==> config.mk <==
export PLATFORM = sky130hd
export DESIGN_NAME = regfile_mp
export DESIGN_NICKNAME = d
export VERILOG_FILES = /design/src/rtl/regfile_pkg.sv /design/src/rtl/regfile_wr_arb.sv /design/src/rtl/regfile_mp.sv
export SDC_FILE = /design/constraint.sdc
export NUM_CORES = 2
export LEC_CHECK = 0
export ABC_CLOCK_PERIOD_IN_PS = 4600
export BUFFER_PORTS_ARGS = -buffer_cell sky130_fd_sc_hd__buf_2
export CORE_UTILIZATION = 55
export CTS_BUF_LIST = sky130_fd_sc_hd__clkbuf_4 sky130_fd_sc_hd__clkbuf_8
export DETAILED_ROUTE_END_ITERATION = 16
export GPL_TIMING_DRIVEN = 0
export PLACE_DENSITY_LB_ADDON = 0.05
export SYNTH_ARGS = -nofsm -noshare
export SYNTH_HDL_FRONTEND = slang
export SYNTH_SLANG_ARGS = --single-unit
==> constraint.sdc <==
create_clock -name i_clk -period 4.6 [get_ports i_clk]
set_clock_uncertainty 0.05 [all_clocks]
set_input_delay 0 -clock i_clk [delete_from_list [all_inputs] [get_ports i_clk]]
set_output_delay 0 -clock i_clk [all_outputs]
set_load 0.01 [all_outputs]
==> src/rtl/regfile_pkg.sv <==
// Shared definitions for the multi-port register file.
//   DefaultXlen / DefaultNregs : default data width and register count
//   rf_state_t                 : sweep controller states
//   field_lsb()                : LSB of port field idx in a flat packed bus
package regfile_pkg;

  localparam int unsigned DefaultXlen  = 32;
  localparam int unsigned DefaultNregs = 32;

  typedef enum logic {RF_IDLE, RF_CLEAR} rf_state_t;

  // Ports are packed flat: port idx occupies [idx*width +: width].
  function automatic int unsigned field_lsb(input int unsigned idx, input int unsigned width);
    return idx * width;
  endfunction

endpackage

==> src/rtl/regfile_wr_arb.sv <==
// Write-port resolution for one queried address.
// Reports whether any allowed, enabled write port targets i_addr and, if so, the data of the
// highest-numbered such port. Used per register for the write path and per read port for bypass.
//   i_addr    : address being resolved
//   i_allow   : writes are accepted this cycle (idle and no clear request)
//   i_wr_en   : per-port write enables
//   i_wr_addr : packed write addresses
//   i_wr_data : packed write data
//   o_hit     : an effective write targets i_addr
//   o_data    : data of the winning port (0 when no hit)
module regfile_wr_arb
  import regfile_pkg::*;
#(
  parameter int unsigned XLEN     = DefaultXlen,
  parameter int unsigned AW       = 5,
  parameter int unsigned NWR      = 1,
  parameter int unsigned ZERO_REG = 1
) (
  input  logic [AW-1:0]       i_addr,
  input  logic                i_allow,
  input  logic [NWR-1:0]      i_wr_en,
  input  logic [NWR*AW-1:0]   i_wr_addr,
  input  logic [NWR*XLEN-1:0] i_wr_data,
  output logic                o_hit,
  output logic [XLEN-1:0]     o_data
);

  always_comb begin
    o_hit  = 1'b0;
    o_data = '0;
    // Ascending scan: a later (higher-numbered) match overrides earlier ones.
    for (int unsigned p = 0; p < NWR; p++) begin
      if (i_allow && i_wr_en[p] && (i_wr_addr[field_lsb(p, AW) +: AW] == i_addr)) begin
        o_hit  = 1'b1;
        o_data = i_wr_data[field_lsb(p, XLEN) +: XLEN];
      end
    end
    // Writes to a hardwired zero register are discarded, so they never hit.
    if ((ZERO_REG != 0) && (i_addr == '0)) begin
      o_hit  = 1'b0;
      o_data = '0;
    end
  end

endmodule

==> src/rtl/regfile_mp.sv <==
// Parametrised multi-port integer register file with clear sweep.
// After reset (or a clear request) the file is swept to zero one register per cycle; while the
// sweep runs writes are ignored and all read ports return 0.
//   i_clk       : clock, rising edge
//   i_reset     : asynchronous active-low reset, restarts the sweep
//   i_rd_addr   : packed read addresses, port i at [i*AW +: AW]
//   o_rd_data   : packed read data, port i at [i*XLEN +: XLEN]
//   i_wr_en     : per-port write enables
//   i_wr_addr   : packed write addresses
//   i_wr_data   : packed write data
//   i_clear_req : one-cycle pulse starting a sweep
//   o_busy      : sweep in progress
module regfile_mp
  import regfile_pkg::*;
#(
  parameter int unsigned XLEN     = DefaultXlen,
  parameter int unsigned NREGS    = DefaultNregs,
  parameter int unsigned NRD      = 2,
  parameter int unsigned NWR      = 1,
  parameter int unsigned BYPASS   = 1,
  parameter int unsigned ZERO_REG = 1,
  localparam int unsigned AW      = $clog2(NREGS)
) (
  input  logic                i_clk,
  input  logic                i_reset,
  input  logic [NRD*AW-1:0]   i_rd_addr,
  output logic [NRD*XLEN-1:0] o_rd_data,
  input  logic [NWR-1:0]      i_wr_en,
  input  logic [NWR*AW-1:0]   i_wr_addr,
  input  logic [NWR*XLEN-1:0] i_wr_data,
  input  logic                i_clear_req,
  output logic                o_busy
);

  rf_state_t       r_state, w_state_d;
  logic [AW-1:0]   r_clr_idx, w_clr_idx_d;
  logic [XLEN-1:0] r_regs [NREGS];

  logic            w_busy;
  logic            w_wr_allow;
  logic [NREGS-1:0] w_reg_hit;
  logic [XLEN-1:0] w_reg_wdata [NREGS];

  // ---------------------------------------------------------------------------
  // Sweep controller
  // ---------------------------------------------------------------------------
  always_ff @(posedge i_clk or negedge i_reset) begin
    if (!i_reset) begin
      r_state   <= RF_CLEAR;
      r_clr_idx <= '0;
    end else begin
      r_state   <= w_state_d;
      r_clr_idx <= w_clr_idx_d;
    end
  end

  always_comb begin
    w_state_d   = r_state;
    w_clr_idx_d = r_clr_idx;
    case (r_state)
      RF_IDLE: begin
        if (i_clear_req) begin
          w_state_d   = RF_CLEAR;
          w_clr_idx_d = '0;
        end
      end
      RF_CLEAR: begin
        w_clr_idx_d = r_clr_idx + 1'b1;
        if (r_clr_idx == AW'(NREGS - 1)) begin
          w_state_d = RF_IDLE;
        end
      end
      default: w_state_d = RF_CLEAR;
    endcase
  end

  assign w_busy     = (r_state == RF_CLEAR);
  assign o_busy     = w_busy;
  // A clear request wins over same-cycle writes; those writes are dropped and not bypassed.
  assign w_wr_allow = (r_state == RF_IDLE) && !i_clear_req;

  // ---------------------------------------------------------------------------
  // Write path: one resolver per register
  // ---------------------------------------------------------------------------
  for (genvar j = 0; j < NREGS; j++) begin : g_wr
    regfile_wr_arb #(
      .XLEN    (XLEN),
      .AW      (AW),
      .NWR     (NWR),
      .ZERO_REG(ZERO_REG)
    ) u_wr_arb (
      .i_addr   (AW'(j)),
      .i_allow  (w_wr_allow),
      .i_wr_en  (i_wr_en),
      .i_wr_addr(i_wr_addr),
      .i_wr_data(i_wr_data),
      .o_hit    (w_reg_hit[j]),
      .o_data   (w_reg_wdata[j])
    );
  end

  // Array has no reset; the sweep is what initialises it.
  always_ff @(posedge i_clk) begin
    for (int unsigned j = 0; j < NREGS; j++) begin
      if (w_busy && (r_clr_idx == AW'(j))) begin
        r_regs[j] <= '0;
      end else if (w_reg_hit[j]) begin
        r_regs[j] <= w_reg_wdata[j];
      end
    end
  end

  // ---------------------------------------------------------------------------
  // Read path: combinational, with optional same-cycle bypass
  // ---------------------------------------------------------------------------
  for (genvar i = 0; i < NRD; i++) begin : g_rd
    logic [AW-1:0]   w_raddr;
    logic            w_rd_hit;
    logic [XLEN-1:0] w_rd_byp;
    logic [XLEN-1:0] w_rdata;

    assign w_raddr = i_rd_addr[field_lsb(i, AW) +: AW];

    regfile_wr_arb #(
      .XLEN    (XLEN),
      .AW      (AW),
      .NWR     (NWR),
      .ZERO_REG(ZERO_REG)
    ) u_rd_arb (
      .i_addr   (w_raddr),
      .i_allow  (w_wr_allow),
      .i_wr_en  (i_wr_en),
      .i_wr_addr(i_wr_addr),
      .i_wr_data(i_wr_data),
      .o_hit    (w_rd_hit),
      .o_data   (w_rd_byp)
    );

    always_comb begin
      w_rdata = r_regs[w_raddr];
      if ((BYPASS != 0) && w_rd_hit) begin
        w_rdata = w_rd_byp;
      end
      if (w_busy || ((ZERO_REG != 0) && (w_raddr == '0))) begin
        w_rdata = '0;
      end
    end

    assign o_rd_data[field_lsb(i, XLEN) +: XLEN] = w_rdata;
  end

endmodule

# --- Word-level counts from Yosys, hierarchy flattened ---
# Memory sizes are Yosys's and may differ from the RTL's.
# Cells that the tools add are included.
word_totals:
  register_bits: 6
  elab_cells: 565
  in_bits: 51
  memories: 1
  mem_bits_rw: 1024
classes:
  n_eq_ne: 65
  addsub: 1
  n_reduce_logical: 104
  mux: 360
  bitwise_logic: 32
memory_table:
  columns: ["memory", "depth", "word_bits", "rd", "rd_clocked_by_memory_dff", "wr", "line_no", "source"]
  rows:
  - ["r_regs", 32, 32, 2, 0, 1, "regfile_mp.sv:37", "logic [XLEN-1:0] r_regs [NREGS];"]
op_table:
  columns: ["cell", "n"]
  rows:
  - ["2-to-1 mux 32 bit", 101]
  - ["OR reduction 32 bit", 31]
  - ["2-to-1 mux 1 bit", 225]
  - ["equality test 5 bit, second input constant", 32]
  - ["2-to-1 mux 5 bit", 32]
  - ["equality test 5 x 4 -> 1 bit, second input constant", 16]
  - ["logical AND 1 bit", 67]
  - ["equality test 5 x 3 -> 1 bit, second input constant", 8]
  - ["bitwise OR 1 bit", 31]
  - ["equality test 5 x 2 -> 1 bit, second input constant", 4]
  - ["logical NOT 5 bit", 3]
  - ["equality test 5 x 1 -> 1 bit, second input constant", 2]
  - ["equality test 5 bit", 2]
  - ["one-hot mux 5 bit (2 select lines)", 1]
  - ["adder 5 x 1 -> 5 bit, second input constant", 1]
  - ["logical OR 1 bit", 2]
  - ["!= test 2 bit, second input constant", 1]
  - ["one-hot mux 1 bit (2 select lines)", 1]
  - ["logical NOT 1 bit", 1]
  - ["inverter 1 bit", 1]

# --- Logic depth before layout (Yosys ltp) ---
logic_depth:
  ltp_word: 41
  mapped_depth: 9

# --- Cells and area by module ---
# From an unflattened synthesis, not the netlist that was laid out.
hier_totals:
  hier_cells: 6420
  area_unflattened_um2: 78437.7
modules_own_cells:
  columns: ["mod", "instances", "cells_per_inst", "area_each_um2"]
  rows:
  - ["regfile_mp", 1, 3836, 55508.2]
  - ["regfile_wr_arb", 34, 76, 674.4]

# --- Worst setup path after synthesis ---
# No wires, ideal clock.
synth_path:
  path_type: "register to register"
  from: "register r_state (netlist: o_busy)"
  to: "memory r_regs[17][0] (netlist name), enable pin"
  stages_incl_launch_ff: 5
  period_less_slack_ns: 3.404
  n_path_buf: 2
  required_time_ns: 4.117
  setup_time_ns: 0.433
  path_slack_ns: 1.196
  t_arrival_ns: 2.921
  cell_sequence: "dfstp_2 > clkbuf_1 > clkbuf_1 > nand3_1 > o22ai_1"
synth_via:
  elab_chain_cells: 41
  elab_cells_between_ends: 378
  cone_classes: "mux: 250; bitwise: 32; reduce/logical: 96"
synth_rtl:
  columns: ["element", "line_no", "source"]
  rows:
  - ["start, declared", "regfile_mp.sv:35", "rf_state_t r_state, w_state_d;"]
  - ["start signal, assigned", "regfile_mp.sv:52", "r_state <= w_state_d;"]
  - ["inverter 1 bit", null, null]
  - ["logical AND 1 bit", "regfile_mp.sv:80", "assign w_wr_allow = (r_state == RF_IDLE) && !i_clear_req;"]
  - ["logical AND 1 bit (2 in a row)", "regfile_wr_arb.sv:33", "if (i_allow && i_wr_en[p] && (i_wr_addr[field_lsb(p, AW) +: AW] == i_addr)) begin"]
  - ["2-to-1 mux 1 bit", "regfile_wr_arb.sv:33", null]
  - ["2-to-1 mux 1 bit", "regfile_mp.sv:107", "end else if (w_reg_hit[j]) begin"]
  - ["2-to-1 mux 1 bit", "regfile_mp.sv:105", "if (w_busy && (r_clr_idx == AW'(j))) begin"]
  - ["2-to-1 mux 1 bit (implied by the code)", "regfile_mp.sv:108", "r_regs[j] <= w_reg_wdata[j];"]
  - ["bitwise OR 1 bit (no source line)", null, null]
  - ["OR reduction 32 bit (no source line)", null, null]
  - ["2-to-1 mux 5 bit (no source line) or 2-to-1 mux 1 bit (tied branches) (31 in a row)", null, null]
  - ["end, declared", "regfile_mp.sv:37", null]
# Several ways; a longest one is shown, not always the timed one.

# --- Worst setup path after layout ---
layout_path:
  from: "input port i_rd_addr[0]"
  to: "output port o_rd_data[31]"
layout_via:
  elab_chain_cells: 6
  elab_cells_between_ends: 11
  cone_classes: "eq/ne: 1; mux: 6; reduce/logical: 3; memory: 1"
layout_rtl:
  columns: ["element", "line_no", "source"]
  rows:
  - ["start, declared", "regfile_mp.sv:26", "input logic [NRD*AW-1:0] i_rd_addr,"]
  - ["branches (longest 5 deep; another with memory (32 x 32 bit))", null, null]
  - ["2-to-1 mux 32 bit *", "regfile_mp.sv:144", "if (w_busy || ((ZERO_REG != 0) && (w_raddr == '0))) begin"]
  - ["end, declared", "regfile_mp.sv:27", "output logic [NRD*XLEN-1:0] o_rd_data,"]
# Every way passes the cells marked *.

==> flow_summary_export.csv <==
group,metric,value,unit
logic_synthesis,postSynth.topFlopCell,"edfxtp_1",
timing,relSlewSlack,-0.0469,
timing,maxClockFrequency,213,MHz
timing,final_max_slew_viol_count,11,
logic_synthesis,yosysWarningCount,0,
worst_setup_path,cp.buffers_inverters,4,
worst_setup_path,worst-endpoint-arrival,4.64,ns
clocking,buffer_depth_of_the_longest_clock_path,3,
grt,grt_antenna_before_repair,17,
logic_synthesis,postSynthCellCount,4242,
worst_setup_path,setup.worst_path.end_class,"primary output",
clocking,cts_setup_buffers,0,
clocking,clock_tree.htree_level_count,4,
grt,groute.usage.overall,0.445,
floorplan,design.core.area,0.0990,sq mm
timing,timing.final.crit_share,1.02,
clocking,worst_skew_pair.late_latency,0.88,ns
timing,timing_hold_violations_final,0,
logic_synthesis,postSynthNetCount,4299,
worst_setup_path,worstPathCellList,"buf_2, buf_2, buf_2, nand2b_1, o22ai_1, o21ai_0, o2111ai_1, a31oi_1, buf_2",
clocking,cts.clk_slew.worst_paths,0.06,ns
cells_and_area,mostFrequentLayoutCell,"and2_1",
cells_and_area,final_util,0.629,
flow_run,maxCapViolCount,1,
route,routed_wire_length_per_instance,38.0,microns
cells_and_area,mostFrequentLayoutCells,"and2_1 (995), edfxtp_1 (992), mux2i_1 (407)",
route,drt_iter0_drc,6719,
timing,total_negative_setup_slacks,-0.0960,ns
cells_and_area,synthToLayoutAreaGrowth,12.7,%
cells_and_area,layout-drive-gt1-share,0.190,
grt,globalRouteOverflowTotal,0,
run_status,status,"finished with violations",
placement,place_hpwl,174,mm
logic_synthesis,yosysSeqAreaShare,0.542,
cells_and_area,num-fill-cells,7810,
floorplan,pin_count,116,
clocking,cts.hold.buffers_added,41,
clocking,tritoncts.num_buffers,175,
logic_synthesis,postSynth.asyncResetShare,0.00601,
run_status,failed_checks,"max-capacitance violations, max-slew violations, negative setup slack",
logic_synthesis,synth_enable_flop_cells,992,
route,routed_wl,229,mm
logic_synthesis,count_of_different_cell_masters_after_synthesis,63,
timing,layout_min_cycle_time,4.69,ns
clocking,numClockSinks,998,
power_and_ir_drop,power.static_leakage,22.2,nW
worst_setup_path,critical_path_class,"in2out",
worst_setup_path,worst_path_dominant_cell_family,"compound AO/OA/AOI/OAI gates",
floorplan,fp.dieW,319,microns
route,dr_total_vias,41800,
route,route.detailed.drc,0,
route,detail_route.vias_per_cell,6.93,
floorplan,floorplan.die.height,319,microns
hold_path,hp-class,"in2reg",
route,detail_route.first_pass.iterations,7,
worst_setup_path,worstPathMaxFanout,10,
placement,port-buffer-count,107,
timing,tightestPinTransition,1.57,ns
floorplan,initial_utilization,0.558,
worst_setup_path,critical_path_required,4.55,ns
route,ant_nets,0,
logic_synthesis,synth_seq_cells,998,
worst_setup_path,timing.critical_path.slowest_stage_cell,"nand2b_1",
worst_setup_path,cp_slowest_stage_delay,0.92,ns
floorplan,row_count,115,
timing,setup_viol,2,
placement,routabilityCongestion,1.10,
clocking,tritoncts,"yes",
timing,rsz_0062_raised_after_global_routing,"false",
floorplan,die_area,0.102,sq mm
grt,wire_length_of_the_first_global_routing_pass,308,mm
worst_setup_path,most_used_cell_along_the_critical_path,"buf_2",
logic_synthesis,syn_avg_cell_area,13.0,sq um
logic_synthesis,netlist_area,0.0553,sq mm
worst_setup_path,setup.worst_path.start_class,"primary input",
power_and_ir_drop,power_density,388,mW/mm^2
clocking,post_cts.resized_instances,0,
grt,vias_in_the_first_global_route,39900,
grt,pin_count_of_the_biggest_net_entering_global_routing,33,
cells_and_area,num-nets-final,4658,
clocking,cts.root.buffer_cell,"clkbuf_8",
power_and_ir_drop,vdd_drop_max,0.294,mV
timing,setup_ws,-0.0885,ns
-- per-layer routing --
metal / global-route usage / part of all wire / vias up
met3: 0.185 / 0.15 / 665
met2: 0.659 / 0.43 / 3296
met4: 0.226 / 0.056 / 6
met1: 0.560 / 0.36 / 21000
met5: 0.00662 / 0.00051 / -
li1: - / - / 16900
-- worst reg2reg max path: stages (launching register included) --
cell,delay (ns)
dfstp_2,0.36
clkbuf_1,0.34
nor3_1,0.41
nand3_1,0.52
nor3_1,1.08
clkbuf_1,0.59
o21bai_4,0.35
buf_12,0.27
-- power breakdown --
part / internal [mW] / total (mW) / switching, mW
Clock: 4.28 / 8.15 / 3.88
Sequential: 11.0 / 11.4 / 0.424
Combinational: 1.51 / 4.61 / 3.10
-- path summary, 6_finish.rpt --
check                        startpoint             to  slack, ns  cells after the start
min in group asynchronous       i_reset   r_clr_idx[3]       0.59                      4
hold reg to reg            r_clr_idx[0]   r_clr_idx[0]       0.61                      1
hold / removal             i_wr_data[9]  r_regs[10][9]       0.08                      3
setup reg to reg                 o_busy   r_regs[3][3]       0.27                      7
setup / recovery           i_rd_addr[0]  o_rd_data[31]      -0.09                      9
max in group asynchronous       i_reset         o_busy       3.60                      4
-- cell type report --
type                    count  area (sq um)  share of cell area
inverters                   4          15.0            0.000241
clock inverters            76           430             0.00691
clock buffers             235          2890              0.0464
repair buffers            182          1670              0.0268
multi-input cells        2778         23600               0.379
plain buffers             462          2080              0.0333
flip-flops and latches    998         29900               0.481
diodes                     11          27.5            0.000442
well taps                1287          1610              0.0259
-- registers in the layout (all words and copies together), names as in the netlist --
name,count
r_clr_idx,5
o_busy,1
r_regs,992
-- cell usage after synthesis, types with 43 or more instances --
| cell type | instances | area, sq um |
|---|---|---|
| o2111ai_1 | 56 | 490 |
| o22ai_1 | 63 | 394 |
| o21ai_0 | 128 | 641 |
| clkbuf_1 | 311 | 1170 |
| mux4_2 | 177 | 3990 |
| nand2_1 | 51 | 191 |
| mux2i_1 | 407 | 4070 |
| nor2_1 | 68 | 255 |
| a22o_1 | 76 | 666 |
| buf_2 | 94 | 470 |
| nor2b_1 | 43 | 269 |
| mux2_2 | 138 | 1550 |
| nand2b_1 | 46 | 288 |
| a31oi_1 | 58 | 363 |
| a22oi_1 | 101 | 758 |
| edfxtp_1 | 992 | 29800 |
| and2_1 | 995 | 6220 |
| a21oi_1 | 59 | 295 |
-- cells by family after synthesis --
group,count (synthesis),synth area share
buf+inv,466,0.0378
flops,998,0.542
fa+ha+maj,6,0.00136
xor+xnor,10,0.00158
compound gates,730,0.0948
mux,739,0.182
simple gates,1293,0.141
-- through the flow --
| step | std cells | power (mW) | setup slack (ns) | hold slack [ns] | cell area [sq um] |
|---|---|---|---|---|---|
| global route | 6024 | 24.6 | 0.149 | 0.0739 | 62300 |
| finish | 6033 | 24.2 | -0.0885 | 0.0773 | 62300 |
| floorplan | 4242 | 13.8 | 1.20 | -0.346 | 55300 |
| global placement | 5636 | 15.6 | -1.65 | -0.209 | 57400 |
| detailed placement | 5670 | 15.9 | 0.503 | -0.203 | 58500 |
| CTS | 6022 | 23.9 | 0.498 | 0.00285 | 62300 |
(Power assumes the default switching activity.)
